$ cat src/rtl/topk_stream_sorter_pkg.sv
// Shared definitions for the top-K stream sorter: mode encodings, beats per mode
// and the control FSM state type.
package topk_sorter_pkg;

  localparam logic [1:0] M_QPSK  = 2'b00;
  localparam logic [1:0] M_QAM16 = 2'b01;
  localparam logic [1:0] M_QAM64 = 2'b10;
  localparam logic [1:0] M_RSVD  = 2'b11;

  typedef enum logic [1:0] {
    S_IDLE   = 2'd0,
    S_LOAD   = 2'd1,
    S_INSERT = 2'd2,
    S_DONE   = 2'd3
  } state_t;

  function automatic logic [4:0] beats_of(input logic [1:0] m);
    case (m)
      M_QAM16: return 5'd4;
      M_QAM64: return 5'd16;
      default: return 5'd1;
    endcase
  endfunction

endpackage

$ cat src/rtl/topk_stream_sorter_if.sv
// Beat input and ranked-list output bundle of the top-K stream sorter.
interface topk_stream_sorter_if #(
  parameter int WIDTH = 8,
  parameter int LANES = 4,
  parameter int K     = 4,
  parameter int IDXW  = 6
);
  logic                   start;
  logic [1:0]             M;
  logic [LANES*WIDTH-1:0] din;
  logic                   in_valid;
  logic                   in_ready;
  logic                   out_valid;
  logic                   out_ready;
  logic [K*WIDTH-1:0]     y;
  logic [K*IDXW-1:0]      y_idx;
  logic [K-1:0]           y_vld;
  logic                   done;
  logic                   busy;
  logic                   err;

  modport slave (
    input  start, M, din, in_valid, out_ready,
    output in_ready, out_valid, y, y_idx, y_vld, done, busy, err
  );

  modport master (
    output start, M, din, in_valid, out_ready,
    input  in_ready, out_valid, y, y_idx, y_vld, done, busy, err
  );
endinterface

$ cat src/rtl/topk_stream_sorter_insert_slot.sv
// One entry of the ranked list. Define SORTER_ASCENDING_EN to rank smallest first.
module topk_insert_slot #(
  parameter int WIDTH = 8,
  parameter int IDXW  = 6
) (
  input  logic             clk,
  input  logic             rst,
  input  logic             i_clr,
  input  logic             i_ins,
  input  logic [WIDTH-1:0] i_val,
  input  logic [IDXW-1:0]  i_idx,
  input  logic             i_up_take,
  input  logic [WIDTH-1:0] i_up_val,
  input  logic [IDXW-1:0]  i_up_idx,
  input  logic             i_up_vld,
  output logic             o_take,
  output logic [WIDTH-1:0] o_val,
  output logic [IDXW-1:0]  o_idx,
  output logic             o_vld
);

  logic [WIDTH-1:0] r_val;
  logic [IDXW-1:0]  r_idx;
  logic             r_vld;
  logic             w_better;

  // Strict compare keeps equal values below the earlier entry, so ties stay stable.
`ifdef SORTER_ASCENDING_EN
  assign w_better = (i_val < r_val);
`else
  assign w_better = (i_val > r_val);
`endif

  assign o_take = !r_vld || w_better;

  // When the slot above also yields, the new sample lands higher and this slot shifts down.
  always_ff @(posedge clk or posedge rst) begin
    if (rst) begin
      r_val <= '0;
      r_idx <= '0;
      r_vld <= 1'b0;
    end else if (i_clr) begin
      r_val <= '0;
      r_idx <= '0;
      r_vld <= 1'b0;
    end else if (i_ins && o_take) begin
      if (i_up_take) begin
        r_val <= i_up_val;
        r_idx <= i_up_idx;
        r_vld <= i_up_vld;
      end else begin
        r_val <= i_val;
        r_idx <= i_idx;
        r_vld <= 1'b1;
      end
    end
  end

  assign o_val = r_val;
  assign o_idx = r_idx;
  assign o_vld = r_vld;

endmodule

$ cat src/rtl/topk_stream_sorter.sv
// Streaming top-K sorter: one lane inserted per cycle into K parallel slots.
// Optional macro SORTER_ASCENDING_EN (in topk_insert_slot) ranks smallest first.
module topk_stream_sorter
  import topk_sorter_pkg::*;
#(
  parameter int WIDTH = 8,
  parameter int LANES = 4,
  parameter int K     = 4,
  parameter int IDXW  = 6
) (
  input logic               clk,
  input logic               rst,
  topk_stream_sorter_if.slave sif
);

  localparam int LW = (LANES > 1) ? $clog2(LANES) : 1;

  state_t                 r_state;
  state_t                 w_next;
  logic [1:0]             r_mode;
  logic [3:0]             r_beat_cnt;
  logic [LW-1:0]          r_lane_cnt;
  logic [LANES*WIDTH-1:0] r_hold;
  logic                   r_done_seen;
  logic                   r_err;

  logic             w_start_ok;
  logic             w_clr;
  logic             w_ins;
  logic             w_last_lane;
  logic             w_last_beat;
  logic [WIDTH-1:0] w_sample;
  logic [IDXW-1:0]  w_ins_idx;
  logic             w_in_ready;
  logic             w_out_valid;
  logic             w_busy;
  logic             w_done;

  assign w_start_ok  = sif.start && (sif.M != M_RSVD);
  assign w_clr       = (r_state == S_IDLE) && w_start_ok;
  assign w_ins       = (r_state == S_INSERT);
  assign w_last_lane = (r_lane_cnt == LW'(LANES - 1));
  assign w_last_beat = ({1'b0, r_beat_cnt} == (beats_of(r_mode) - 5'd1));
  assign w_ins_idx   = IDXW'(r_beat_cnt) * IDXW'(LANES) + IDXW'(r_lane_cnt);

  always_comb begin
    w_sample = '0;
    for (int l = 0; l < LANES; l++) begin
      if (r_lane_cnt == LW'(l)) w_sample = r_hold[l*WIDTH +: WIDTH];
    end
  end

  always_ff @(posedge clk or posedge rst) begin
    if (rst) r_state <= S_IDLE;
    else     r_state <= w_next;
  end

  always_comb begin
    w_next = r_state;
    case (r_state)
      S_IDLE:   if (w_start_ok) w_next = S_LOAD;
      S_LOAD:   if (sif.in_valid) w_next = S_INSERT;
      S_INSERT: if (w_last_lane) w_next = w_last_beat ? S_DONE : S_LOAD;
      S_DONE:   if (sif.out_ready) w_next = S_IDLE;
      default:  w_next = S_IDLE;
    endcase
  end

  always_comb begin
    w_in_ready  = (r_state == S_LOAD);
    w_out_valid = (r_state == S_DONE);
    w_busy      = (r_state != S_IDLE);
    w_done      = (r_state == S_DONE) && !r_done_seen;
  end

  // Frame counters, beat holding register and the registered error pulse.
  always_ff @(posedge clk or posedge rst) begin
    if (rst) begin
      r_mode      <= M_QPSK;
      r_beat_cnt  <= '0;
      r_lane_cnt  <= '0;
      r_hold      <= '0;
      r_done_seen <= 1'b0;
      r_err       <= 1'b0;
    end else begin
      r_done_seen <= (r_state == S_DONE);
      r_err       <= (r_state == S_IDLE) && sif.start && (sif.M == M_RSVD);
      case (r_state)
        S_IDLE: begin
          if (w_start_ok) begin
            r_mode     <= sif.M;
            r_beat_cnt <= '0;
          end
        end
        S_LOAD: begin
          if (sif.in_valid) begin
            r_hold     <= sif.din;
            r_lane_cnt <= '0;
          end
        end
        S_INSERT: begin
          r_lane_cnt <= r_lane_cnt + 1'b1;
          if (w_last_lane && !w_last_beat) r_beat_cnt <= r_beat_cnt + 4'd1;
        end
        default: ;
      endcase
    end
  end

  logic [WIDTH-1:0] w_val [K];
  logic [IDXW-1:0]  w_idx [K];
  logic [K-1:0]     w_vld;
  logic [K-1:0]     w_take;

  for (genvar gi = 0; gi < K; gi++) begin : g_slot
    logic             w_up_take;
    logic [WIDTH-1:0] w_up_val;
    logic [IDXW-1:0]  w_up_idx;
    logic             w_up_vld;

    if (gi == 0) begin : g_head
      assign w_up_take = 1'b0;
      assign w_up_val  = '0;
      assign w_up_idx  = '0;
      assign w_up_vld  = 1'b0;
    end else begin : g_body
      assign w_up_take = w_take[gi-1];
      assign w_up_val  = w_val[gi-1];
      assign w_up_idx  = w_idx[gi-1];
      assign w_up_vld  = w_vld[gi-1];
    end

    topk_insert_slot #(
      .WIDTH (WIDTH),
      .IDXW  (IDXW)
    ) u_slot (
      .clk       (clk),
      .rst       (rst),
      .i_clr     (w_clr),
      .i_ins     (w_ins),
      .i_val     (w_sample),
      .i_idx     (w_ins_idx),
      .i_up_take (w_up_take),
      .i_up_val  (w_up_val),
      .i_up_idx  (w_up_idx),
      .i_up_vld  (w_up_vld),
      .o_take    (w_take[gi]),
      .o_val     (w_val[gi]),
      .o_idx     (w_idx[gi]),
      .o_vld     (w_vld[gi])
    );
  end

  logic [K*WIDTH-1:0] w_y;
  logic [K*IDXW-1:0]  w_y_idx;

  always_comb begin
    w_y     = '0;
    w_y_idx = '0;
    for (int s = 0; s < K; s++) begin
      w_y[s*WIDTH +: WIDTH]   = w_val[s];
      w_y_idx[s*IDXW +: IDXW] = w_idx[s];
    end
  end

  assign sif.in_ready  = w_in_ready;
  assign sif.out_valid = w_out_valid;
  assign sif.busy      = w_busy;
  assign sif.done      = w_done;
  assign sif.err       = r_err;
  assign sif.y         = w_y;
  assign sif.y_idx     = w_y_idx;
  assign sif.y_vld     = w_vld;

endmodule

$ cat src/flat_wrapper.sv
// flat-port wrapper written by rule: the top's interface ports become plain ports
module topk_stream_sorter_flat import topk_sorter_pkg::*;
#(
  parameter int WIDTH = 8,
  parameter int LANES = 4,
  parameter int K     = 4,
  parameter int IDXW  = 6
)
  (clk, rst, sif_start, sif_M, sif_din, sif_in_valid, sif_out_ready, sif_in_ready, sif_out_valid, sif_y, sif_y_idx, sif_y_vld, sif_done, sif_busy, sif_err);
  topk_stream_sorter_if #(.WIDTH(WIDTH), .LANES(LANES), .K(K), .IDXW(IDXW)) sif_i ();
  input logic clk;
  input logic rst;
  input wire logic [$bits(sif_i.start)-1:0] sif_start;
  input wire logic [$bits(sif_i.M)-1:0] sif_M;
  input wire logic [$bits(sif_i.din)-1:0] sif_din;
  input wire logic [$bits(sif_i.in_valid)-1:0] sif_in_valid;
  input wire logic [$bits(sif_i.out_ready)-1:0] sif_out_ready;
  output wire logic [$bits(sif_i.in_ready)-1:0] sif_in_ready;
  output wire logic [$bits(sif_i.out_valid)-1:0] sif_out_valid;
  output wire logic [$bits(sif_i.y)-1:0] sif_y;
  output wire logic [$bits(sif_i.y_idx)-1:0] sif_y_idx;
  output wire logic [$bits(sif_i.y_vld)-1:0] sif_y_vld;
  output wire logic [$bits(sif_i.done)-1:0] sif_done;
  output wire logic [$bits(sif_i.busy)-1:0] sif_busy;
  output wire logic [$bits(sif_i.err)-1:0] sif_err;
  assign sif_i.start = sif_start;
  assign sif_i.M = sif_M;
  assign sif_i.din = sif_din;
  assign sif_i.in_valid = sif_in_valid;
  assign sif_i.out_ready = sif_out_ready;
  assign sif_in_ready = sif_i.in_ready;
  assign sif_out_valid = sif_i.out_valid;
  assign sif_y = sif_i.y;
  assign sif_y_idx = sif_i.y_idx;
  assign sif_y_vld = sif_i.y_vld;
  assign sif_done = sif_i.done;
  assign sif_busy = sif_i.busy;
  assign sif_err = sif_i.err;
  topk_stream_sorter #(.WIDTH(WIDTH), .LANES(LANES), .K(K), .IDXW(IDXW)) u_core (.clk(clk), .rst(rst), .sif(sif_i));
endmodule
$ cat config.mk
export PLATFORM = sky130hd
export DESIGN_NAME = topk_stream_sorter_flat
export DESIGN_NICKNAME = d
export VERILOG_FILES = /design/src/rtl/topk_stream_sorter_pkg.sv /design/src/rtl/topk_stream_sorter_if.sv /design/src/rtl/topk_stream_sorter_insert_slot.sv /design/src/rtl/topk_stream_sorter.sv /design/src/flat_wrapper.sv
export SDC_FILE = /design/constraint.sdc
export NUM_CORES = 1
export LEC_CHECK = 0
export CORE_UTILIZATION = 50
export CTS_CLUSTER_DIAMETER = 40
export DETAILED_ROUTE_END_ITERATION = 8
export PLACE_DENSITY = 0.75
export SYNTH_ARGS = -nofsm -noshare
export SYNTH_HDL_FRONTEND = slang
export SYNTH_HIERARCHICAL = 1
export SYNTH_SLANG_ARGS = --single-unit
$ cat constraint.sdc
create_clock -name clk -period 4.7 [get_ports clk]
set_clock_uncertainty 0.05 [all_clocks]
set_input_delay 0.94 -clock clk [delete_from_list [all_inputs] [get_ports clk]]
set_output_delay 0.94 -clock clk [all_outputs]
set_load 0.05 [all_outputs]
==> results by group <==
Outcome
  – Status: finished, final reports clean

Critical path
  – Worst Path Arrival: 4.64 ns
  – CP endpoint kind: register
  – Crit path buf inv count: 2
  – Critical path class: reg -> reg
  – Crit-path cells: inv_1, ha_1, nor2b_1, a22oi_1, nor2_1, a21oi_1, o21ai_0, buf_4, ha_1, a21oi_1, nand2_1, a21oi_1, a21oi_1, nand2b_1, mux2i_1, nor2_1, mux2_2
  – Critical Path Source Type: register
  – CP max FO: 16
  – Critical path data required time: slightly below 5 ns
  – CP most frequent cell: a21oi_1
  – Crit-path slowest cell: nand2b_1
  – Crit-path max cell delay: 0.61 ns
  – CP top delay family: simple AND/OR/NAND/NOR gates

Clocking
  – CTS max path bufs: 2
  – Inserted Clock Buffers: 9
  – Reg clk slew, reported paths: about 0.08 ns
  – Post-CTS resize count: 0
  – Clock sink total: 104
  – Hold Buf Count CTS: 0
  – H-Tree Depth: 3
  – Post-CTS Setup Inserts: 0
  – Clock latency on the worst-skew pair: approximately 0.36 ns
  – CTS root buf: clkbuf_16
  – TritonCTS clock tree: yes

Placed design
  – Post-DP HPWL: approximately 12 mm
  – Dpl cells: 920
  – I/O Buffers: 103
  – GP Congestion: 0.8445
  – Area after DPL: between 0.007 and 0.008 mm²
  – Place WS: 0.3865 ns

GRT
  – Number of global-route vias before repair: between 5000 and 6000
  – First-pass GRT wire length: 26.91 mm
  – Gr ovfl total: 0
  – Largest net degree at the start of global routing: 118
  – Total global-route track usage: 24.89%
  – Antenna violations before repair: 0

STA
  – RSZ-0062 raised after global routing: false
  – WHS: 0.4618 ns
  – Crit share post-route: 94.45%
  – Max Freq: 0.2253 GHz
  – Aggregate negative setup slack: 0 ns
  – Max-slew headroom: 32.23%
  – Final worst setup slack: 0.2610 ns
  – Slew @ Worst Pin: 1.016 ns
  – Min cycle time layout: 4.439 ns
  – Pins over their slew limit: 0
  – Final hold vios: 0
  – Final setup violation count: 0

Cells and area
  – Post-route core utilization: ~62%
  – Ratio of cells with drive above 1 in the final layout: 17.24%
  – Final Net Count: 833
  – # diodes: 0
  – Post-route cell area: 0.008185 mm²
  – Final instance count without filler cells: 936
  – P&R area growth vs syn: 21.67%

Power
  – Peak VDD IR: a little under 0.0006 V
  – Leak Pwr: 4.035 nW
  – Overall Power: 6.892 mW
  – Power density over cell area: 842.0 mW/mm²

Die
  – Placement Rows: 42
  – I/O pins: 104
  – Die W: 118.0 µm
  – Initial Util: 51.01%
  – Core area: about 0.013 mm²
  – Die Span Y: 118.0 µm
  – Die area: 0.01392 mm²

Flow run
  – Max-cap violations: 0

Synth
  – Post-Synthesis Cell Area: 0.006728 mm²
  – Synthesis warning total: 6
  – Average instance area after synthesis: about 10 µm²
  – Synthesized netlist cell count: 652

Routing
  – Vias per cell: roughly 5.4
  – DRT Wirelength: 16.37 mm
  – Residual DRC: 0
  – Wirelength per Cell: about 17 µm
  – 1st-iter DRT viols: approximately 250
  – Post-route ant nets: 0
  – Via count: between 5000 and 6000
  – Drt first pass iters: 4

Hold path
  – Worst Hold Class: reg -> reg
-- power breakdown --
part	total (mW)	switching, mW	leakage, nW	internal (mW)
clock network	0.759	0.381	0.144	0.378
logic	4.57	2.57	2.55	2.00
registers	1.56	0.331	1.34	1.23
total	6.89	3.28	4.03	3.61
-- layout by cell type, fill, tap and decap left out, types with 2 or more instances in the layout --
| master | instances |
|---|---|
| nand2_1 | 28 |
| nor2b_1 | 38 |
| nand2b_1 | 8 |
| nand3b_1 | 5 |
| a21bo_2 | 4 |
| and2_1 | 2 |
| inv_1 | 42 |
| mux2_2 | 48 |
| nand4_1 | 8 |
| nand3_1 | 8 |
| nor3_2 | 2 |
| conb_1 | 17 |
| mux2i_1 | 57 |
| mux2_4 | 40 |
| clkdlybuf4s50_1 | 103 |
| a22oi_1 | 3 |
| nor2_1 | 100 |
| dfrtp_1 | 104 |
| inv_8 | 4 |
| o211ai_1 | 4 |
| ha_1 | 39 |
| a311oi_1 | 4 |
| a21oi_1 | 33 |
| a21o_1 | 4 |
| o21ai_0 | 11 |
| a31o_4 | 4 |
| buf_4 | 9 |
| xor2_1 | 2 |
| clkbuf_16 | 9 |
| a31o_2 | 2 |
-- flip-flops by register name (all words and copies together), names as in the netlist --
name / count
u_core/r_done_seen: 1
u_core/g_slot.u_slot/o_vld: 4
u_core/r_mode: 2
u_core/g_slot.u_slot/o_idx: 24
u_core/r_state: 2
u_core/r_hold: 32
u_core/sif.err: 1
u_core/r_lane_cnt: 2
u_core/g_slot.u_slot/o_val: 32
u_core/r_beat_cnt: 4
-- layer usage --
metal  vias up  wire (µm)  share of wire, %  GRT usage (%)
met1      2484       7015                43          30.68
met4         0        445               2.7          10.82
met3        30        509               3.1          4.021
met5         -          0                 0              0
met2       109       8404                51          42.90
li1       2417          -                 -              -
-- area by class of cell --
type | instances | area [µm²]
Tap cell | 176 | 220.2
Clock buffer | 9 | 225.2
Fill cell | 1100 | 5005
Clock inverter | 7 | 70.07
Inverter | 44 | 165.2
Timing Repair Buffer | 113 | 1119
Multi-Input combinational cell | 483 | 3784
Sequential cell | 104 | 2603
-- final timing paths --
check | start | end | slack (ns) | cells past startpoint
min in group asynchronous | rst | u_core/g_slot[1].u_slot/o_val[6] | 1.10 | 2
max in group asynchronous | rst | u_core/g_slot[0].u_slot/o_val[1] | 3.06 | 2
max | u_core/r_lane_cnt[1] | u_core/g_slot[2].u_slot/o_idx[3] | 0.26 | 17
max reg2reg | u_core/r_lane_cnt[1] | u_core/g_slot[2].u_slot/o_idx[3] | 0.26 | 17
min | u_core/r_hold[24] | u_core/r_hold[24] | 0.46 | 1
min reg2reg | u_core/r_hold[24] | u_core/r_hold[24] | 0.46 | 1
No activity file was read; power rests on OpenSTA's default activity.
==> patch 1, RTL diff (config.mk and constraints unchanged) <==
Make the reset (`rst`) synchronous in 3 clocked blocks.
--- a/src/rtl/topk_stream_sorter_insert_slot.sv
+++ b/src/rtl/topk_stream_sorter_insert_slot.sv
@@ -36,3 +36,3 @@
   // When the slot above also yields, the new sample lands higher and this slot shifts down.
-  always_ff @(posedge clk or posedge rst) begin
+  always_ff @(posedge clk) begin
     if (rst) begin
--- a/src/rtl/topk_stream_sorter.sv
+++ b/src/rtl/topk_stream_sorter.sv
@@ -52,3 +52,3 @@
 
-  always_ff @(posedge clk or posedge rst) begin
+  always_ff @(posedge clk) begin
     if (rst) r_state <= S_IDLE;
@@ -76,3 +76,3 @@
   // Frame counters, beat holding register and the registered error pulse.
-  always_ff @(posedge clk or posedge rst) begin
+  always_ff @(posedge clk) begin
     if (rst) begin
Function: differs if rst is asserted again (counterexample within 4 cycles, from zero or initial values and one cycle with rst high); with rst held inactive, the same outputs for 4 cycles.
==> patch 1 against the original RTL <==
- first-iteration DRC count is 26% higher
- critical path depth is 1 lower
- count of clock-buffer cells in the layout is 1 higher
- final area is 7.6% lower
- area after synthesis is 8.6% lower
- routed wire length is 5.5% lower
- sequential cell count stayed put
- global-route usage is 0.52 points higher
- setup slack better by 220 ps
Power is not compared: it rests on default switching activity, and its combinational part moved more than twofold at a synthesized area within 25%.
==> patch 1: results (changes against the original RTL) <==
Critical path
  – Crit path max fanout: 16 (unchanged)
  – R2r setup slk: 480 ps (+220 ps)
  – Worst reg2reg endpoint: u_core/g_slot[3].u_slot/o_val[3]$_SDFFE_PP0P_
  – WP data arrival: 4370 ps (-270 ps)
  – CP delay by family, top: compound AO/OA/AOI/OAI gates
  – WS Path Type: reg2reg
  – Slowest cell on crit path: dfxtp_1
  – R2R depth: 16 (-1)
  – CP Launch Point: u_core/r_lane_cnt[1]$_SDFFE_PP0P_
  – Crit-path max cell delay: 470 ps (-140 ps)

Clock network
  – Clock transition at the registers of the reported paths: 70 ps
  – Post-CTS Setup Inserts: 0 (unchanged)
  – Post-CTS Resized: 0 (unchanged)
  – Num CTS Buffers: 9 (unchanged)
  – Clock Tree Root: clkbuf_16
  – Worst skew pair latency: 360 ps (about the same)
  – Clock buffer depth: 2 (unchanged)

Global route
  – Vias in the first global route: 5377 (-0.37%)
  – Total global-route track usage: 0.2541 (+0.005198)
  – First-pass GRT wire length: 25870 um (-3.9%)
  – Largest net degree at the start of global routing: 63 (-47%)
  – Initial antenna violation count: 0 (unchanged)

Power
  – IR drop worst, VDD: 0.1779 mV
  – Comb group: 0.000988 W
  – Pint: 0.001793 W
  – P_leak: 2.981 nW
  – Sequential Power: 0.00100 W
  – Reg power frac: 0.356

Hold path
  – Worst hold stages: 2 (+1)
  – Worst Hold Class: reg2reg
  – Min-Delay Endpoint: u_core/r_hold[30]$_SDFFE_PP0P_
  – Hold Path Origin: u_core/r_hold[30]$_SDFFE_PP0P_

Drt
  – Highest metal used: met4
  – WL met2: 7421 um (-12%)
  – Avg WL per Cell: 15.97 um (-8.7%)
  – Vias per Instance: 5.743 (+6.7%)
  – Met3 WL post-DR: 764 um (+50%)
  – Iter 0 DRT Violations: 309 (+26%)
  – Met1 WL: 7109 um (+1.3%)
  – TritonRoute pass-1 iters: 5 (+1)

STA
  – Max-slew headroom: 0.2007 (-0.1216)

Placement
  – GP Congestion: 0.8735 (+3.4%)
  – IO buf count: 103 (unchanged)
  – DP HPWL: 11540 um (-3.4%)

Status
  – Status: completed

Logic synthesis
  – Warnings from Yosys: 6 (unchanged)

Layout
  – Final #Nets: 895 (+7.4%)
  – Ratio of cells with drive above 1 in the final layout: 0.1131 (-0.05923)
  – N_diodes: 0 (unchanged)
-- patch 1: metal layers --
metal / GRT usage / vias up
li1: - / 2743
met1: 0.3289 / 2656
met2: 0.4255 / 149
met3: 0.05142 / 17
met4: 0.08158 / 0
met5: 0 / -
-- patch 1: stage by stage --
stage,std cells,util,area [um2],setup WS (ps),hold WS (ps)
after global placement,953,0.6021,7232,781.9,395.0
after floorplan,739,-,6206,824.2,386.4
after CTS,969,0.6296,7562,466.1,410.3
final,969,0.6296,7562,484.9,410.5
after detailed placement,953,0.6021,7232,447.9,401.0
after global routing,969,0.6296,7562,109.7,432.2
-- patch 1: layout make-up --
type / count / area [um2]
Clock buffer: 10 / 239.0
Clock inverter: 6 / 91.34
Fill cell: 1037 / 4449
Sequential cell: 104 / 2082
Tap cell: 147 / 183.9
Inverter: 46 / 173.9
Multi-Input combinational cell: 542 / 3684
Timing Repair Buffer: 114 / 1109
==> patch 2, RTL diff (config.mk and constraints unchanged) <==
Without the edit above. Add a define of `SORTER_ASCENDING_EN`.
--- a/src/rtl/topk_stream_sorter_insert_slot.sv
+++ b/src/rtl/topk_stream_sorter_insert_slot.sv
@@ -1,2 +1,4 @@
 // One entry of the ranked list. Define SORTER_ASCENDING_EN to rank smallest first.
+`define SORTER_ASCENDING_EN
+
 module topk_insert_slot #(
Check against the original RTL: not equivalent (Yosys sat finds a counterexample within 10 cycles, from zero or initial values and one cycle with rst high).
==> patch 2 against the original RTL <==
- critical path type unchanged
- area after synthesis fell by 4.1%
- setup slack gained 410 ps
- sequential cell count stayed put
- non-clock buffer count up 8
- final area shrank 2.7%
- routed wire length increased by 1.2%
Power is left out: the tool's default activity adds up to more than one toggle a clock period on the data nets, which glitch-free logic cannot reach.
==> patch 2: results (changes against the original RTL) <==
Layout
  – Ratio of cells with drive above 1 in the final layout: 0.1792 (+0.006822)
  – Final #Nets: 761 (-8.6%)
  – Fill cells: 1066 (-3.1%)

Logic synthesis
  – Synth Area in Compound Gates: 0.2445
  – Synth Flop Type: dfrtp_1
  – Top post-synthesis cells by area: dfrtp_1 40%, mux2i_1 8.8%, a311oi_2 8.4%, ha_1 6.8%, a21oi_1 6.0%
  – Synth Area in XOR/XNOR: 0.002716
  – Mux cell area share after synthesis: 0.1444
  – Sequential-to-total area share from yosys stat: 0.4036
  – FFs w/ async S/R, synth: 1.000

Drt
  – Iter 0 DRT Violations: 311 (+26%)
  – Avg WL per Cell: 19.19 um (+9.7%)
  – Met3 WL post-DR: 678 um (+33%)
  – WL met2: 8269 um (-1.6%)
  – TritonRoute pass-1 iters: 4 (unchanged)
  – Met1 WL: 7181 um (+2.4%)
  – Vias after detailed routing: 5072 (+0.63%)

Critical path
  – CP delay by family, top: compound AO/OA/AOI/OAI gates
  – Crit path max fanout: 31 (+15)
  – WP data arrival: 4170 ps (-470 ps)
  – Slowest cell on crit path: o32a_2
  – CP Launch Point: u_core/r_lane_cnt[1]$_DFFE_PP0P_
  – Crit-path max cell delay: 620 ps

Status
  – Status: completed

Clock network
  – Clock buffer depth: 2 (unchanged)
  – Post-CTS Resized: 0 (unchanged)
  – Num CTS Buffers: 9 (unchanged)
  – Clock Tree Root: clkbuf_16
  – Clock transition at the registers of the reported paths: 70 ps

Placement
  – GP Congestion: 0.8568 (+1.5%)
  – Placed cell area: 7596 um2 (-3.7%)
  – DP HPWL: 11890 um (-0.51%)

Global route
  – Total global-route track usage: 0.2654 (+0.01654)
  – First-pass GRT wire length: 26830 um (-0.28%)
  – Largest net degree at the start of global routing: 62 (-47%)
  – Vias in the first global route: 5160 (-4.4%)
  – Initial antenna violation count: 0 (unchanged)

STA
  – Worst Tran Pin Value: 898.2 ps (-118.3 ps)

Hold path
  – Hold Path Origin: u_core/r_mode[0]$_DFFE_PP0P_
  – Worst Hold Class: reg2reg
patch 2: cell types whose count changed in the layout (fill, tap and decap cells not counted), moves of 8 or more:
| cell | unedited run | this run |
|---|---|---|
| mux2_2 | 48 | 32 |
| a311oi_2 | 0 | 36 |
| mux2_4 | 40 | 0 |
| a21oi_1 | 33 | 77 |
| nor2b_1 | 38 | 2 |
| o21a_1 | 1 | 9 |
| buf_4 | 9 | 18 |
| a311oi_1 | 4 | 20 |
| nor2_1 | 100 | 20 |
patch 2: cell type report:
type	count	area, um2	share of cell area
Multi-Input combinational cell	407	3446	0.4326
Sequential cell	104	2603	0.3267
Timing Repair Buffer	121	1166	0.1464
Clock buffer	10	239.0	0.03000
Tap cell	172	215.2	0.02702
Inverter	44	166.4	0.02089
Clock inverter	6	130.1	0.01634
patch 2: cell families after synthesis:
| kind of cell | after synthesis |
|---|---|
| buf+inv | 93 |
| fa+ha+maj | 35 |
| simple gates | 79 |
| flops | 104 |
| compound gates | 186 |
| other cells | 1 |
| mux | 89 |
| xor+xnor | 2 |
patch 2: final timing paths:
check,slack (ps),cells past startpoint,to
worst max-delay path,670,15,u_core/g_slot[2].u_slot/o_val[0]$_DFFE_PP0P_
worst min-delay path,450,2,u_core/r_mode[0]$_DFFE_PP0P_
worst max register to register,670,15,u_core/g_slot[2].u_slot/o_val[0]$_DFFE_PP0P_
worst min register to register,450,2,u_core/r_mode[0]$_DFFE_PP0P_
max in group asynchronous,3110,3,u_core/r_hold[13]$_DFFE_PP0P_
min in group asynchronous,1040,2,u_core/g_slot[3].u_slot/o_val[5]$_DFFE_PP0P_
patch 2: worst register-to-register path: stages, from the launching register on:
cell and delay, ps:
dfrtp_1 480, inv_1 100, ha_1 340, nor2b_1 300
a22oi_1 120, nor2_1 110, a21oi_1 50, o21ai_0 180
buf_4 220, ha_1 280, a21oi_1 160, o21a_1 150
o32a_2 620, buf_4 350, mux2i_1 250, a311oi_2 130
patch 2: through the flow:
| stage | worst slack, ps | instances |
|---|---|---|
| floorplan | 783.4 | 604 |
| global placement | 931.6 | 848 |
| detailed placement | 739.7 | 848 |
| CTS | 713.3 | 864 |
| global route | 266.8 | 864 |
| finish | 668.0 | 864 |
patch 2: per-layer routing:
| layer | vias to the layer above | GRT usage |
|---|---|---|
| met5 | - | 0 |
| met4 | 0 | 0.1065 |
| met3 | 34 | 0.04759 |
| met2 | 153 | 0.4471 |
| met1 | 2514 | 0.3387 |
| li1 | 2371 | - |
